===== src/rtl/aes_round_sequencer.sv =====
// AES encryption round sequencer. Keeps the 128-bit cipher state and round
// count, fetches round keys by index, and sends each round's SubBytes to an
// external S-box unit over a valid/ready request and a valid-only response.
// ShiftRows, MixColumns and AddRoundKey are applied here when the response
// comes back. Column c of a 128-bit block is [127-32c -: 32], and row 0 of
// each column is its top byte.

// One column of MixColumns: each output byte is a [2 3 1 1] rotation over GF(2^8).
module aes_round_sequencer_mixcol (
  input  logic [31:0] a,
  output logic [31:0] y
);
  function automatic logic [7:0] xt(input logic [7:0] b);
    return {b[6:0], 1'b0} ^ (b[7] ? 8'h1b : 8'h00);
  endfunction

  logic [7:0] b0, b1, b2, b3;
  assign {b0, b1, b2, b3} = a;

  assign y[31:24] = xt(b0) ^ xt(b1) ^ b1 ^ b2 ^ b3;
  assign y[23:16] = b0 ^ xt(b1) ^ xt(b2) ^ b2 ^ b3;
  assign y[15:8]  = b0 ^ b1 ^ xt(b2) ^ xt(b3) ^ b3;
  assign y[7:0]   = xt(b0) ^ b0 ^ b1 ^ b2 ^ xt(b3);
endmodule

module aes_round_sequencer #(
  parameter int NR = 10
) (
  input  logic         clk,
  input  logic         rst,
  input  logic         in_valid,
  output logic         in_ready,
  input  logic [127:0] in_data,
  output logic [3:0]   rk_idx,
  input  logic [127:0] rk_data,
  output logic         sb_req_valid,
  input  logic         sb_req_ready,
  output logic [127:0] sb_req_data,
  input  logic         sb_rsp_valid,
  input  logic [127:0] sb_rsp_data,
  output logic         out_valid,
  input  logic         out_ready,
  output logic [127:0] out_data,
  output logic         busy
);
  localparam int NCOL = 4;

  // Only the three AES key sizes have a defined round count.
  if (NR != 10 && NR != 12 && NR != 14) begin : g_bad_nr
    $error("aes_round_sequencer: NR must be 10, 12 or 14");
  end

  localparam logic [3:0] NR4 = 4'(NR);

  typedef enum logic [1:0] {IDLE, SB_REQ, SB_WAIT, DONE} st_t;

  st_t          st;
  logic [3:0]   rnd;
  logic [127:0] state_q;
  logic [127:0] out_q;
  logic         in_rdy_q, sbv_q, ov_q, busy_q;
  logic [3:0]   rk_q;

  logic [127:0] sr, mc, rnd_res;

  // ShiftRows is a fixed byte permutation. MixColumns uses one instance per column.
  for (genvar c = 0; c < NCOL; c++) begin : g_col
    for (genvar r = 0; r < 4; r++) begin : g_row
      assign sr[127-32*c-8*r -: 8] = sb_rsp_data[127-32*((c+r)%NCOL)-8*r -: 8];
    end
    aes_round_sequencer_mixcol u_mc (
      .a (sr[127-32*c -: 32]),
      .y (mc[127-32*c -: 32])
    );
  end

  // The last round skips MixColumns.
  assign rnd_res = ((rnd < NR4) ? mc : sr) ^ rk_data;

  // Round FSM. The handshake flags and the key index are registered and
  // updated on every transition. in_ready is also held low while rst is high.
  always_ff @(posedge clk) begin
    if (rst) begin
      st       <= IDLE;
      rnd      <= 4'd0;
      state_q  <= '0;
      out_q    <= '0;
      in_rdy_q <= 1'b1;
      sbv_q    <= 1'b0;
      ov_q     <= 1'b0;
      busy_q   <= 1'b0;
      rk_q     <= 4'd0;
    end else begin
      case (st)
        IDLE: if (in_valid) begin
          state_q  <= in_data ^ rk_data;
          rnd      <= 4'd1;
          rk_q     <= 4'd1;
          st       <= SB_REQ;
          in_rdy_q <= 1'b0;
          sbv_q    <= 1'b1;
          busy_q   <= 1'b1;
        end
        SB_REQ: if (sb_req_ready) begin
          st    <= SB_WAIT;
          sbv_q <= 1'b0;
        end
        SB_WAIT: if (sb_rsp_valid) begin
          if (rnd < NR4) begin
            state_q <= rnd_res;
            rnd     <= rnd + 4'd1;
            rk_q    <= rnd + 4'd1;
            st      <= SB_REQ;
            sbv_q   <= 1'b1;
          end else begin
            out_q <= rnd_res;
            rk_q  <= NR4;
            st    <= DONE;
            ov_q  <= 1'b1;
          end
        end
        DONE: if (out_ready) begin
          st       <= IDLE;
          rk_q     <= 4'd0;
          ov_q     <= 1'b0;
          in_rdy_q <= 1'b1;
          busy_q   <= 1'b0;
        end
        default: st <= IDLE;
      endcase
    end
  end

  assign in_ready     = in_rdy_q & ~rst;
  assign rk_idx       = rk_q;
  assign sb_req_valid = sbv_q;
  assign sb_req_data  = state_q;
  assign out_valid    = ov_q;
  assign out_data     = out_q;
  assign busy         = busy_q;
endmodule


===== config.mk =====
export PLATFORM = sky130hd
export DESIGN_NAME = aes_round_sequencer
export DESIGN_NICKNAME = d
export VERILOG_FILES = /design/src/rtl/aes_round_sequencer.sv
export SDC_FILE = /design/constraint.sdc
export NUM_CORES = 1
export LEC_CHECK = 0
export CAP_MARGIN = 20
export CORE_AREA = 2 2 252 254
export CTS_BUF_LIST = sky130_fd_sc_hd__clkbuf_4
export CTS_CLUSTER_SIZE = 16
export DETAILED_ROUTE_END_ITERATION = 7
export DIE_AREA = 0 0 254 256
export PLACE_DENSITY = 0.69
export SLEW_MARGIN = 30
export SYNTH_ARGS = -nofsm -noshare
export SYNTH_HDL_FRONTEND = slang
export SYNTH_SLANG_ARGS = --single-unit

===== constraint.sdc =====
create_clock -name clk -period 2.7 [get_ports clk]
set_clock_uncertainty 0.1 [all_clocks]
set_input_delay 0.54 -clock clk [delete_from_list [all_inputs] [get_ports clk]]
set_output_delay 0.54 -clock clk [all_outputs]
set_load 0.005 [all_outputs]

# Yosys cells after proc, flatten, opt, wreduce, memory -nomap -nowiden
# Cells that the tools add are included.
# Widths: inputs -> output; s select.
# totals
register_bits	270
wordCells	166
# classes
n_addsub	1
n_lt_le_gt_ge	1
eq_ne	9
muxes	48
bitwise	85
reduce_logical	13
# ops
operator	count
$xor 8x8->8	78
$mux 128	4
$pmux 128 s2	1
$xor 128x128->128	2
$mux 5	16
$mux 4	6
$reduce_and 4->1	4
$xor 8x5->8	2
$ne 2x2->1 const B	6
$pmux 4 s3	1
$mux 2	5
$mux 1	9
$pmux 2 s4	1
$pmux 4 s2	1
$pmux 1 s2	3
$reduce_and 3->1	2
$reduce_bool 2->1	3
$reduce_bool 3->1	2
$reduce_and 5->1	1
$add 4x1->4 const B	1
$eq 2x2->1 const B	2
$lt 4x4->1 const B	1
$pmux 1 s3	1
$eq 2x1->1 const B	1
3 further kinds	4

# Logic depth before layout (Yosys ltp)
# depth
depth_word	11
mapped_depth	9
ltp_nobuf	5

# Cells and area by module
# Synthesis repeated with hierarchy kept, for this count alone.
# unflattened
hier_cells	1843
area_unflattened_um2	19595.0
# modules_own_cells
module	instances	cells_per_inst	area_each_um2
aes_round_sequencer	1	1503	14295.0
aes_round_sequencer_mixcol	4	85	1325.0

# Worst setup path before layout
# OpenSTA, ideal clock, no wires.
# synth_path
kind	input-to-reg
startpoint	in sb_rsp_data[47]
endpoint	reg state_q[112], in the netlist sb_req_data[112]
setup_ns	0.120
t_arrival_ns	1.831
path_slack_ns	0.650
cell_stages	6
path_buffers	1
path_cell_list	buf_2 xor2_1 xnor3_1 a221oi_1 or3_1 nand3_1
# synth_via
elab_chain_cells	10
# synth_lines
item	line_no	rtl
start: declaration	40	input logic [127:0] sb_rsp_data,
$mux 5	14	return {b[6:0], 1'b0} ^ (b[7] ? 8'h1b : 8'h00);
$xor 8x8->8	14	
$xor 8x8->8 (3 in series)	21	assign y[23:16] = b0 ^ xt(b1) ^ xt(b2) ^ b2 ^ b3;
$mux 128	78	assign rnd_res = ((rnd < NR4) ? mc : sr) ^ rk_data;
$xor 128x128->128	78	
$mux 128	109	if (rnd < NR4) begin
$mux 128	108	SB_WAIT: if (sb_rsp_valid) begin
$pmux 128 s2	94	case (st)
end signal: assignment	96	state_q <= in_data ^ rk_data;
end signal: assignment	110	state_q <= rnd_res;
end: declaration	59	logic [127:0] state_q;
# No other way between the ends. The select of a mux whose other input is x is not followed.
# A chain may end at the register's enable or synchronous reset.

# Worst setup path in the final report
# layout_path
startpoint	reg state_q[70], in the netlist sb_req_data[70]
endpoint	out sb_req_data[70]
# layout_lines
item	line_no	rtl
end: declaration	38	output logic [127:0] sb_req_data,
# No word-level cell between the ends.

==> flow_metrics.tcl <==
set metrics [dict create \
    routed_wl_um 85600 \
    place.gp.congestion 0.939 \
    die_area_um2 65000 \
    hpwl_um 65300 \
    clock_path_buffers 3 \
    r2r_slack_ps 420 \
    route.detailed.drc 0 \
    ctsHoldBuffers 0 \
    timing.final.ws_setup_ps 194 \
    path_cells "clkdlybuf4s50_1" \
    clk_pin_slew_ps 70 \
    cts_root_buffer "clkbuf_4" \
    arrival_ps 1870 \
    area_growth_pct 51.2 \
    post_drt_via_cell_ratio 5.01 \
    synthCells 2100 \
    grt-ovfl-total 0 \
    r2r_end "sb_req_data[112]$_SDFFE_PP0P_" \
    synth_top_cell_area_share_pct 29.0 \
    die_height_um 256 \
    first_global_vias 18400 \
    setup_violations 0 \
    firstDrtPassIters 5 \
    maxCapViolCount 0 \
    htree_levels 3 \
    synth_edf_count 0 \
    worst_setup_path_start_kind "flop" \
    tightest_slew_ps 855 \
    rows 92 \
    cp-endpoint "sb_req_data[70]" \
    layout.nets 3215 \
    r2r_cells 6 \
    grt_use_total_pct 25.5 \
    ys_types 58 \
    period_needed_ps 2510 \
    grt_pass1_wl_um 123000 \
    initial_utilization_pct 29.9 \
    path_class "reg -> out" \
    cts_tree "built" \
    yosysTopAreaCell "dfxtp_1" \
    cts_setup_buffers 0 \
    relSlewSlack_pct 43.0 \
    path_depth 1 \
    slew_viol_final 0 \
    vias 18700 \
    power_density_nw_per_um2 473 \
    post-route-util_pct 45.2 \
    rsz0062_at_grt "no" \
    grt_start_max_net_pins 141 \
    post_cts_resized 0 \
    yosysMostFrequentCell "xnor2_1" \
    cts_buffers 83 \
    io_buffers 653 \
    dp_slack_ps -25.1 \
    core-area_um2 62400 \
    ys_seq_elements 270 \
    dr.first_iter.drc_count 1325 \
    slowest_delay_ps 680 \
    status "completed" \
    fmax_mhz 399 \
    r2r-start "rnd[2]$_SDFFE_PP0P_" \
    antenna_left 0 \
    chipWidth_um 254 \
    io_pins 654 \
    yosysSeqAreaShare_pct 29.0 \
    fin_total_pwr_uw 13300 \
    irDropWorstVdd_mv 0.283 \
    cp_max_fo 3 \
    synth_area_per_cell_um2 8.87 \
    cts_num_sinks 270 \
    route.detailed.wl_per_inst_um 22.9 \
    hold_path_class "in -> reg" \
    critical_path.endpoint_type "primary output" \
    cp.required_ps 2060 \
    clock_latency_ps 770 \
    yosys_warnings 0 \
    worst_path_max_delay_cell "clkdlybuf4s50_1" \
    fin_crit_sh_pct 92.8 \
    ys_top_cells_by_area "dfxtp_1 29%, xnor2_1 20%, xnor3_1 9.3%" \
    fin_cells 3731 \
    ys.flop_type "dfxtp_1" \
    p_leak_uw 0.0106 \
    path_buf_inv 1 \
    synth_commonest_cells "418 x xnor2_1, 270 x dfxtp_1, 200 x nor2_1, 153 x nand2_1, 130 x a211oi_1" \
    layout-drive-gt1-share_pct 13.2 \
    dp.cells 3585 \
    antenna_found_initial 5 \
    syn-num-nets 2491 \
    path_delay_family "buffers and inverters" \
    synth_area_um2 18600 \
    hold_viol 0 \
    async_reset_ff_share_pct 0 \
    critPathLaunch "sb_req_data[70]$_SDFFE_PP0P_" \
]
==> worst reg2reg max path: cells and delay by family (launching register included) <==
kind | cells | cell delay (ps)
and+or+nand+nor | 3 | 900
buffers and inverters | 1 | 470
DFF | 1 | 470
AOI/OAI and AO/OA | 2 | 290
==> power by group <==
group | internal (uW) | total, uW | switching, uW
Clock | 2350 | 4420 | 2060
Sequential | 4190 | 4310 | 127
Combinational | 2490 | 4600 | 2110
Total | 9030 | 13300 | 4300
==> cell type report <==
type | count | area [um2]
clock buffers | 117 | 878
fillers | 6159 | 34200
multi-input cells | 1606 | 12200
repair buffers | 861 | 8380
inverters | 2 | 7.51
clock inverters | 25 | 199
flip-flops and latches | 270 | 5410
diodes | 4 | 10.0
well taps | 846 | 1060
==> metal layers <==
| metal | vias up | wire (um) | global-route usage [%] | share of wire (%) |
|---|---|---|---|---|
| li1 | 8737 | - | - | - |
| met1 | 8803 | 33400 | 30.4 | 39 |
| met2 | 950 | 40500 | 42.5 | 47 |
| met3 | 192 | 7960 | 6.87 | 9.3 |
| met4 | 0 | 3750 | 11.9 | 4.4 |
| met5 | - | 0 | 0 | 0 |
==> state kept, by name, summed over array words and instances, names as in the netlist <==
name          cells
busy              1
in_rdy_q          1
out_data        128
out_valid         1
rk_idx            4
rnd               4
sb_req_data     128
sb_req_valid      1
st                2
==> how the worst min path moves through the flow <==
stage	slack (ps)	startpoint	depth (start not counted)	end
finish	250	rst	3	out_data[43]$_SDFFE_PP0P_
CTS	150	rst	5	sb_req_data[7]$_SDFFE_PP0P_
detailed placement	330	sb_req_data[65]$_SDFFE_PP0P_	2	sb_req_data[65]$_SDFFE_PP0P_
floorplan	330	sb_req_data[100]$_SDFFE_PP0P_	2	sb_req_data[100]$_SDFFE_PP0P_
global route	210	rst	3	out_data[27]$_SDFFE_PP0P_
global placement	330	sb_req_data[75]$_SDFFE_PP0P_	2	sb_req_data[75]$_SDFFE_PP0P_
==> placed cells by master, fill, tap and decap left out, types with 3 or more instances in the layout <==
master	Yosys	layout
nor3_1	3	3
xor2_2	6	6
nor2_1	200	200
clkbuf_4	0	117
nand2b_1	4	3
bufinv_16	0	4
nand2_4	1	3
xnor2_2	11	11
a21oi_1	85	85
nand2_1	153	153
buf_4	12	187
o211ai_1	4	4
clkinv_1	0	21
dfxtp_1	270	270
xor2_1	105	105
nor2_4	2	3
xnor3_1	77	77
diode_2	0	4
a211oi_1	130	130
o22ai_1	89	89
clkdlybuf4s50_1	0	652
a32o_1	28	28
buf_12	0	19
and3_1	13	13
a221oi_2	12	12
a21o_1	6	6
xnor2_1	418	418
o221ai_1	18	18
nor2b_1	3	3
or4_1	4	4
nand3_1	65	65
o21ai_0	63	63
o21ai_1	72	72
==> cell families after synthesis <==
kind of cell | after synthesis | share of synthesized area, %
compound gates | 521 | 18.5
xor+xnor | 624 | 36.3
fa+ha+maj | 1 | 0.0671
buf+inv | 224 | 5.53
flops | 270 | 29.0
mux | 3 | 0.195
simple gates | 457 | 10.3
==> stage by stage <==
| stage | instance area [um2] | hold WS [ps] | TNS [ps] |
|---|---|---|---|
| final | 28200 | 254 | 0 |
| after global routing | 28200 | 211 | 0 |
| after CTS | 28200 | 154 | 0 |
| after detailed placement | 27100 | 328 | -42.6 |
| after global placement | 27000 | 325 | 0 |
| after floorplan | 18600 | 335 | 0 |
Power figures use the tool's default switching activity.
